--- src/rtl/shift_seq_pkg.sv ---
// Shared definitions for the shift-register sequencer: FSM state encoding
// and the register mode-select constants driven on sr_s.
package shift_seq_pkg;

  typedef enum logic [1:0] {
    IDLE  = 2'd0,
    LOAD  = 2'd1,
    SHIFT = 2'd2,
    DONE  = 2'd3
  } state_e;

  localparam logic [1:0] MODE_HOLD  = 2'b00;
  localparam logic [1:0] MODE_TOMSB = 2'b01;
  localparam logic [1:0] MODE_TOLSB = 2'b10;
  localparam logic [1:0] MODE_LOAD  = 2'b11;

endpackage

--- src/rtl/shift_shadow.sv ---
// Shadow model of the downstream bidirectional shift register. Applies the
// sequencer's own mode/data/fill outputs to a local copy every rising edge
// and raises a sticky flag if the real register disagrees at completion.
module shift_shadow
  import shift_seq_pkg::*;
#(
  parameter int unsigned WIDTH = 8
) (
  input  logic             clk,
  input  logic             reset,
  input  logic [1:0]       sr_s,
  input  logic [WIDTH-1:0] sr_i,
  input  logic             sr_r,
  input  logic             cmp_en,
  input  logic [WIDTH-1:0] sr_o,
  output logic [WIDTH-1:0] exp_o,
  output logic             mismatch
);

  logic [WIDTH-1:0] exp_q, exp_d;
  logic             mismatch_q, mismatch_d;

  // Next expected contents using the register's hold/shift/load rules
  always_comb begin
    exp_d      = exp_q;
    mismatch_d = mismatch_q;
    case (sr_s)
      MODE_HOLD:  exp_d = exp_q;
      MODE_TOMSB: exp_d = {exp_q[WIDTH-2:0], sr_r};
      MODE_TOLSB: exp_d = {sr_r, exp_q[WIDTH-1:1]};
      MODE_LOAD:  exp_d = sr_i;
      default:    exp_d = exp_q;
    endcase
    if (cmp_en && (sr_o != exp_q)) begin
      mismatch_d = 1'b1;
    end
  end

  // Expected-value and sticky mismatch registers
  always_ff @(posedge clk) begin
    if (reset) begin
      exp_q      <= '0;
      mismatch_q <= 1'b0;
    end else begin
      exp_q      <= exp_d;
      mismatch_q <= mismatch_d;
    end
  end

  assign exp_o    = exp_q;
  assign mismatch = mismatch_q;

endmodule

--- src/rtl/shift_sequencer.sv ---
// Command sequencer for a bidirectional shift register: accepts one
// load-then-shift command over valid/ready, drives the register's mode,
// parallel data and serial fill, and pulses done on completion.
// Optional shadow model/comparator enabled with macro SHIFT_SHADOW_EN.
module shift_sequencer
  import shift_seq_pkg::*;
#(
  parameter int unsigned WIDTH = 8,
  parameter int unsigned CNT_W = 4
) (
  input  logic             clk,
  input  logic             reset,
  input  logic             cmd_valid,
  output logic             cmd_ready,
  input  logic [WIDTH-1:0] cmd_data,
  input  logic             cmd_dir,
  input  logic [CNT_W-1:0] cmd_count,
  input  logic             cmd_fill,
  input  logic             abort,
  output logic [1:0]       sr_s,
  output logic [WIDTH-1:0] sr_i,
  output logic             sr_r,
  output logic             busy,
  output logic             done
`ifdef SHIFT_SHADOW_EN
  ,
  input  logic [WIDTH-1:0] sr_o,
  output logic [WIDTH-1:0] exp_o,
  output logic             mismatch
`endif
);

  localparam logic [CNT_W-1:0] CNT_ONE = CNT_W'(1);

  state_e           state_q, state_d;
  logic [WIDTH-1:0] sr_i_q, sr_i_d;
  logic             sr_r_q, sr_r_d;
  logic [1:0]       sr_s_q, sr_s_d;
  logic             dir_q, dir_d;
  logic [CNT_W-1:0] cnt_q, cnt_d;
  logic [CNT_W-1:0] rem_q, rem_d;
  logic             busy_q, busy_d;
  logic             done_q, done_d;
  logic             ready_w;

  // Abort outranks acceptance, so ready drops combinationally with abort
  assign ready_w = (state_q == IDLE) && !abort;

  // Next-state and next-output logic; outputs are derived from the next
  // state so every output is a flop that is valid for the whole cycle
  always_comb begin
    state_d = state_q;
    sr_i_d  = sr_i_q;
    sr_r_d  = sr_r_q;
    dir_d   = dir_q;
    cnt_d   = cnt_q;
    rem_d   = rem_q;
    case (state_q)
      IDLE: begin
        if (cmd_valid && ready_w) begin
          state_d = LOAD;
          sr_i_d  = cmd_data;
          sr_r_d  = cmd_fill;
          dir_d   = cmd_dir;
          cnt_d   = cmd_count;
        end
      end
      LOAD: begin
        if (abort) begin
          state_d = IDLE;
        end else if (cnt_q == '0) begin
          state_d = DONE;
        end else begin
          rem_d   = cnt_q;
          state_d = SHIFT;
        end
      end
      SHIFT: begin
        if (abort) begin
          state_d = IDLE;
        end else begin
          rem_d = rem_q - CNT_ONE;
          if (rem_q == CNT_ONE) begin
            state_d = DONE;
          end
        end
      end
      DONE: begin
        state_d = IDLE;
      end
      default: begin
        state_d = IDLE;
      end
    endcase

    case (state_d)
      LOAD:    sr_s_d = MODE_LOAD;
      SHIFT:   sr_s_d = dir_d ? MODE_TOLSB : MODE_TOMSB;
      default: sr_s_d = MODE_HOLD;
    endcase
    busy_d = (state_d != IDLE);
    done_d = (state_d == DONE);
  end

  // State, latched command and registered outputs
  always_ff @(posedge clk) begin
    if (reset) begin
      state_q <= IDLE;
      sr_i_q  <= '0;
      sr_r_q  <= 1'b0;
      sr_s_q  <= MODE_HOLD;
      dir_q   <= 1'b0;
      cnt_q   <= '0;
      rem_q   <= '0;
      busy_q  <= 1'b0;
      done_q  <= 1'b0;
    end else begin
      state_q <= state_d;
      sr_i_q  <= sr_i_d;
      sr_r_q  <= sr_r_d;
      sr_s_q  <= sr_s_d;
      dir_q   <= dir_d;
      cnt_q   <= cnt_d;
      rem_q   <= rem_d;
      busy_q  <= busy_d;
      done_q  <= done_d;
    end
  end

  assign cmd_ready = ready_w;
  assign sr_s      = sr_s_q;
  assign sr_i      = sr_i_q;
  assign sr_r      = sr_r_q;
  assign busy      = busy_q;
  assign done      = done_q;

`ifdef SHIFT_SHADOW_EN
  shift_shadow #(
    .WIDTH(WIDTH)
  ) u_shadow (
    .clk      (clk),
    .reset    (reset),
    .sr_s     (sr_s_q),
    .sr_i     (sr_i_q),
    .sr_r     (sr_r_q),
    .cmp_en   (state_q == DONE),
    .sr_o     (sr_o),
    .exp_o    (exp_o),
    .mismatch (mismatch)
  );
`endif

endmodule

--- config.mk ---
export PLATFORM = sky130hd
export DESIGN_NAME = shift_sequencer
export DESIGN_NICKNAME = d
export VERILOG_FILES = /design/src/rtl/shift_seq_pkg.sv /design/src/rtl/shift_shadow.sv /design/src/rtl/shift_sequencer.sv
export SDC_FILE = /design/constraint.sdc
export NUM_CORES = 1
export LEC_CHECK = 0
export CAP_MARGIN = 20
export CORE_ASPECT_RATIO = 1.1
export CORE_MARGIN = 1
export CORE_UTILIZATION = 45
export CTS_CLUSTER_SIZE = 10
export DETAILED_ROUTE_END_ITERATION = 10
export PLACE_DENSITY = 0.84
export SKIP_CTS_REPAIR_TIMING = 1
export SYNTH_ARGS = -nofsm -noshare
export SYNTH_HDL_FRONTEND = slang
export SYNTH_SLANG_ARGS = --single-unit
--- constraint.sdc ---
create_clock -name clk -period 2.75 [get_ports clk]
set_clock_uncertainty 0.2 [all_clocks]
set_input_delay 0.4125 -clock clk [delete_from_list [all_inputs] [get_ports clk]]
set_output_delay 0.4125 -clock clk [all_outputs]
set_load 0.005 [all_outputs]
==> impl_summary.log <==
INFO  metric run_status = complete, no violations
INFO  metric worst_r2r_startpoint = state_q[0]
INFO  metric area_growth_syn_to_layout = 38.1%
INFO  metric timing.final.hold_violations = 0
INFO  metric power.ir.vdd_worst = 0.474 mV
INFO  metric design.final.nets = 181
INFO  metric r2r_path_end = sr_s[1]
INFO  metric power.density = 499 nW/µm²
INFO  metric maxSlewHeadroom = 67.9%
INFO  metric multi_input_logic_area = 529 µm²
INFO  metric leak_pwr = 0.548 nW
INFO  metric setup-tns-final = 0 ns
INFO  metric ios = 32
INFO  metric critPathCapture = cmd_ready
INFO  metric max_cap_viol_count = 0
INFO  metric worst_setup_path_start_kind = primary input
INFO  metric drcViolationCount = 0
INFO  metric grt_setup_unrepaired = false
INFO  metric sequential_element_share_of_the_synthesized_area = 45.6%
INFO  metric detailedRoute.firstIterationViolations = 17
INFO  metric wl_per_cell = 12.1 µm
INFO  metric largest_net_degree_at_the_start_of_global_routing = 15
INFO  metric floorplan_row_count = 18
INFO  metric worst_setup_path_end_kind = output port
INFO  metric critPathRequiredTime = 2.14 ns
INFO  metric fillCellCount = 184
INFO  metric cts.htree.levels = 1
INFO  metric seq_power_share = 50.9%
INFO  metric cts_inserted_buffers = 3
INFO  metric crit_chain = clkdlybuf4s50_1 -> nor3_1 -> clkdlybuf4s50_1
INFO  metric min_path_type = reg2reg
INFO  metric port-buffer-count = 31
INFO  metric vias_per_cell = 4.97
INFO  metric cp_num_buf_inv = 2
INFO  metric antenna_found_initial = 0
INFO  metric drive_above_1_share = 7.69%
INFO  metric ff_latch_area = 480 µm²
INFO  metric crit_slowest_cell = clkdlybuf4s50_1
INFO  metric syn_area = 1050 µm²
INFO  metric gp_congestion = 0.864
INFO  metric die_width = 48.1 µm
INFO  metric timing.critical_path.fanout_max = 7
INFO  metric cp_top_family = buffers and inverters
INFO  metric synth.yosys.warnings = 0
INFO  metric cell_internal_pwr = 569 µW
INFO  metric aggregate_global_route_resource_usage = 20.0%
INFO  metric yosys-top-cells-area = dfxtp_1, nand2_1, a21oi_1
INFO  metric drt-pass1-iter-count = 4
INFO  metric min_period_over_period = 86.1%
INFO  metric sink_count = 24
INFO  metric timing.final.crit_period = 2.37 ns
INFO  metric clock_network_latency_to_the_later_pin_of_the_worst_skew_pair = 0.31 ns
INFO  metric worst_setup_path_startpoint = abort
INFO  metric max_slew.worst_pin.slew = 0.480 ns
INFO  metric synth.top_cell.area_share = 45.6%
INFO  metric reg2reg_setup_slack = 0.38 ns
INFO  metric comb_power_share = 14.7%
INFO  metric dpl.hpwl = 1730 µm
INFO  metric total_switching_power = 157 µW
INFO  metric achievable-frequency = 422 MHz
INFO  metric fp.coreArea = 2230 µm²
INFO  metric critPathArrivalTime = 1.76 ns
INFO  metric num_antenna_cells = 0
INFO  metric syn-instance-count = 123
INFO  metric grt_pass1_vias = 792
INFO  metric cp_max_stage_delay = 0.56 ns
INFO  metric route.antenna.remaining_nets = 0
INFO  metric floorplan.initialDensity = 47.3%
INFO  metric cts_tree = built
INFO  metric commonest_cells_after_routing_fill_and_taps_aside = nand2_1, clkdlybuf4s50_1, dfxtp_1
INFO  metric power.share.clock = 34.4%
INFO  metric ys_seq_elements = 24
INFO  metric yosys.cell_types.count = 27
INFO  metric critical_path_class = in2out
INFO  metric wirelength = 2240 µm
INFO  metric total_die_area = 2540 µm²
INFO  metric clk_transition_reported_paths = 0.14 ns
INFO  metric sw_frac_of_total = 21.6%
INFO  metric clk_path_buf_depth = 2
INFO  metric postSynthNetCount = 147
INFO  metric synth.avg_cell_area = 8.57 µm²
INFO  metric ff2ff_path_depth = 8
INFO  metric first_pass_grt_wire_length = 3540 µm
INFO  metric netlist.top_cell.by_area = dfxtp_1
INFO  metric setup-violations-final = 0
INFO  metric grt_overflow_total = 0
INFO  metric num_vias = 925
INFO  metric die_height = 52.7 µm
INFO  metric fin_total_pwr = 726 µW
INFO  metric clockRootBuffer = clkbuf_4
INFO  metric drv_slew = 0
INFO  metric timing.critical_path.mode_cell = clkdlybuf4s50_1
INFO  metric worst-path-stages = 3
[power groups by stage]
| stage | Combinational [mW] | Clock (mW) | Sequential (mW) |
|---|---|---|---|
| finish | 0.106 | 0.250 | 0.370 |
| CTS | 0.107 | 0.257 | 0.370 |
| global route | 0.117 | 0.272 | 0.372 |
| floorplan | 0.0464 | 0 | 0.377 |
| detailed placement | 0.106 | 0 | 0.378 |
| global placement | 0.104 | 0 | 0.377 |
[how the worst min path moves through the flow]
stage / startpoint / cells past startpoint / to / slack, ns
2_1_floorplan: cnt_q[2] / 2 / cnt_q[2] / 0.25
3_3_place_gp: sr_i[4] / 2 / sr_i[4] / 0.24
3_5_place_dp: sr_i[4] / 2 / sr_i[4] / 0.25
4_1_cts: sr_i[4] / 2 / sr_i[4] / 0.27
5_1_grt: sr_i[5] / 2 / sr_i[5] / 0.29
6_report: sr_i[4] / 2 / sr_i[4] / 0.27
[tightest hold or removal path, delay by kind of cell (launching register included)]
kind	cells	cell delay (ns)
flip-flops	1	0.33
AND/OR/NAND/NOR	1	0.05
AO/OA/AOI/OAI	1	0.05
[cell type report]
type	count	share of cell area [%]
multi-input combinational	88	36.4
sequential	24	33.0
clock inverter	1	2.06
clock buffer	3	1.55
inverter	6	1.55
timing repair buffer	34	22.9
tap	30	2.58
[through the flow]
stage / utilization [%] / hold slack [ns] / setup WS, ns / area [µm²] / instances
after floorplan: - / 0.249 / 0.700 / 1050 / 123
after global routing: 65.3 / 0.292 / 0.188 / 1460 / 186
after CTS: 65.3 / 0.269 / 0.371 / 1460 / 186
final: 65.3 / 0.266 / 0.381 / 1460 / 186
after global placement: 62.9 / 0.242 / 0.309 / 1400 / 182
after detailed placement: 62.9 / 0.250 / 0.210 / 1400 / 182
[flip-flops by register name (all words and copies together), names as in the netlist]
| name | cells |
|---|---|
| sr_s | 2 |
| sr_i | 8 |
| rem_q | 4 |
| dir_q | 1 |
| cnt_q | 4 |
| done | 1 |
| state_q | 2 |
| sr_r | 1 |
| busy | 1 |
[synth_stat cells, drive strengths merged]
cell type and number:
a221oi 1, nor4b 1, nor2 9, nor2b 3
nand3b 1, mux2i 3, nand3 1, nand2b 2
dfxtp 24, a32o 2, clkbuf 3, a21o 1
a32oi 1, mux2 1, a22o 1, inv 6
a21oi 15, nor3 2, buf 2, or3b 1
o22ai 1, o21ai 4, ha 6, nand2 31
nor4 1
[cell families after synthesis]
| logic type | after synthesis | share of synthesized area (%) |
|---|---|---|
| fa+ha+maj | 6 | 7.13 |
| simple gates | 52 | 22.2 |
| mux | 4 | 3.92 |
| flops | 24 | 45.6 |
| buf+inv | 11 | 4.16 |
| compound gates | 26 | 17.0 |
[per-layer routing]
layer | part of all wire [%] | GRT usage [%]
met3 | 2.5 | 3.10
met5 | 0 | 0
met1 | 46 | 26.8
met4 | 0.76 | 6.94
met2 | 51 | 31.5
Note: power is estimated with default switching activity, not from simulation.
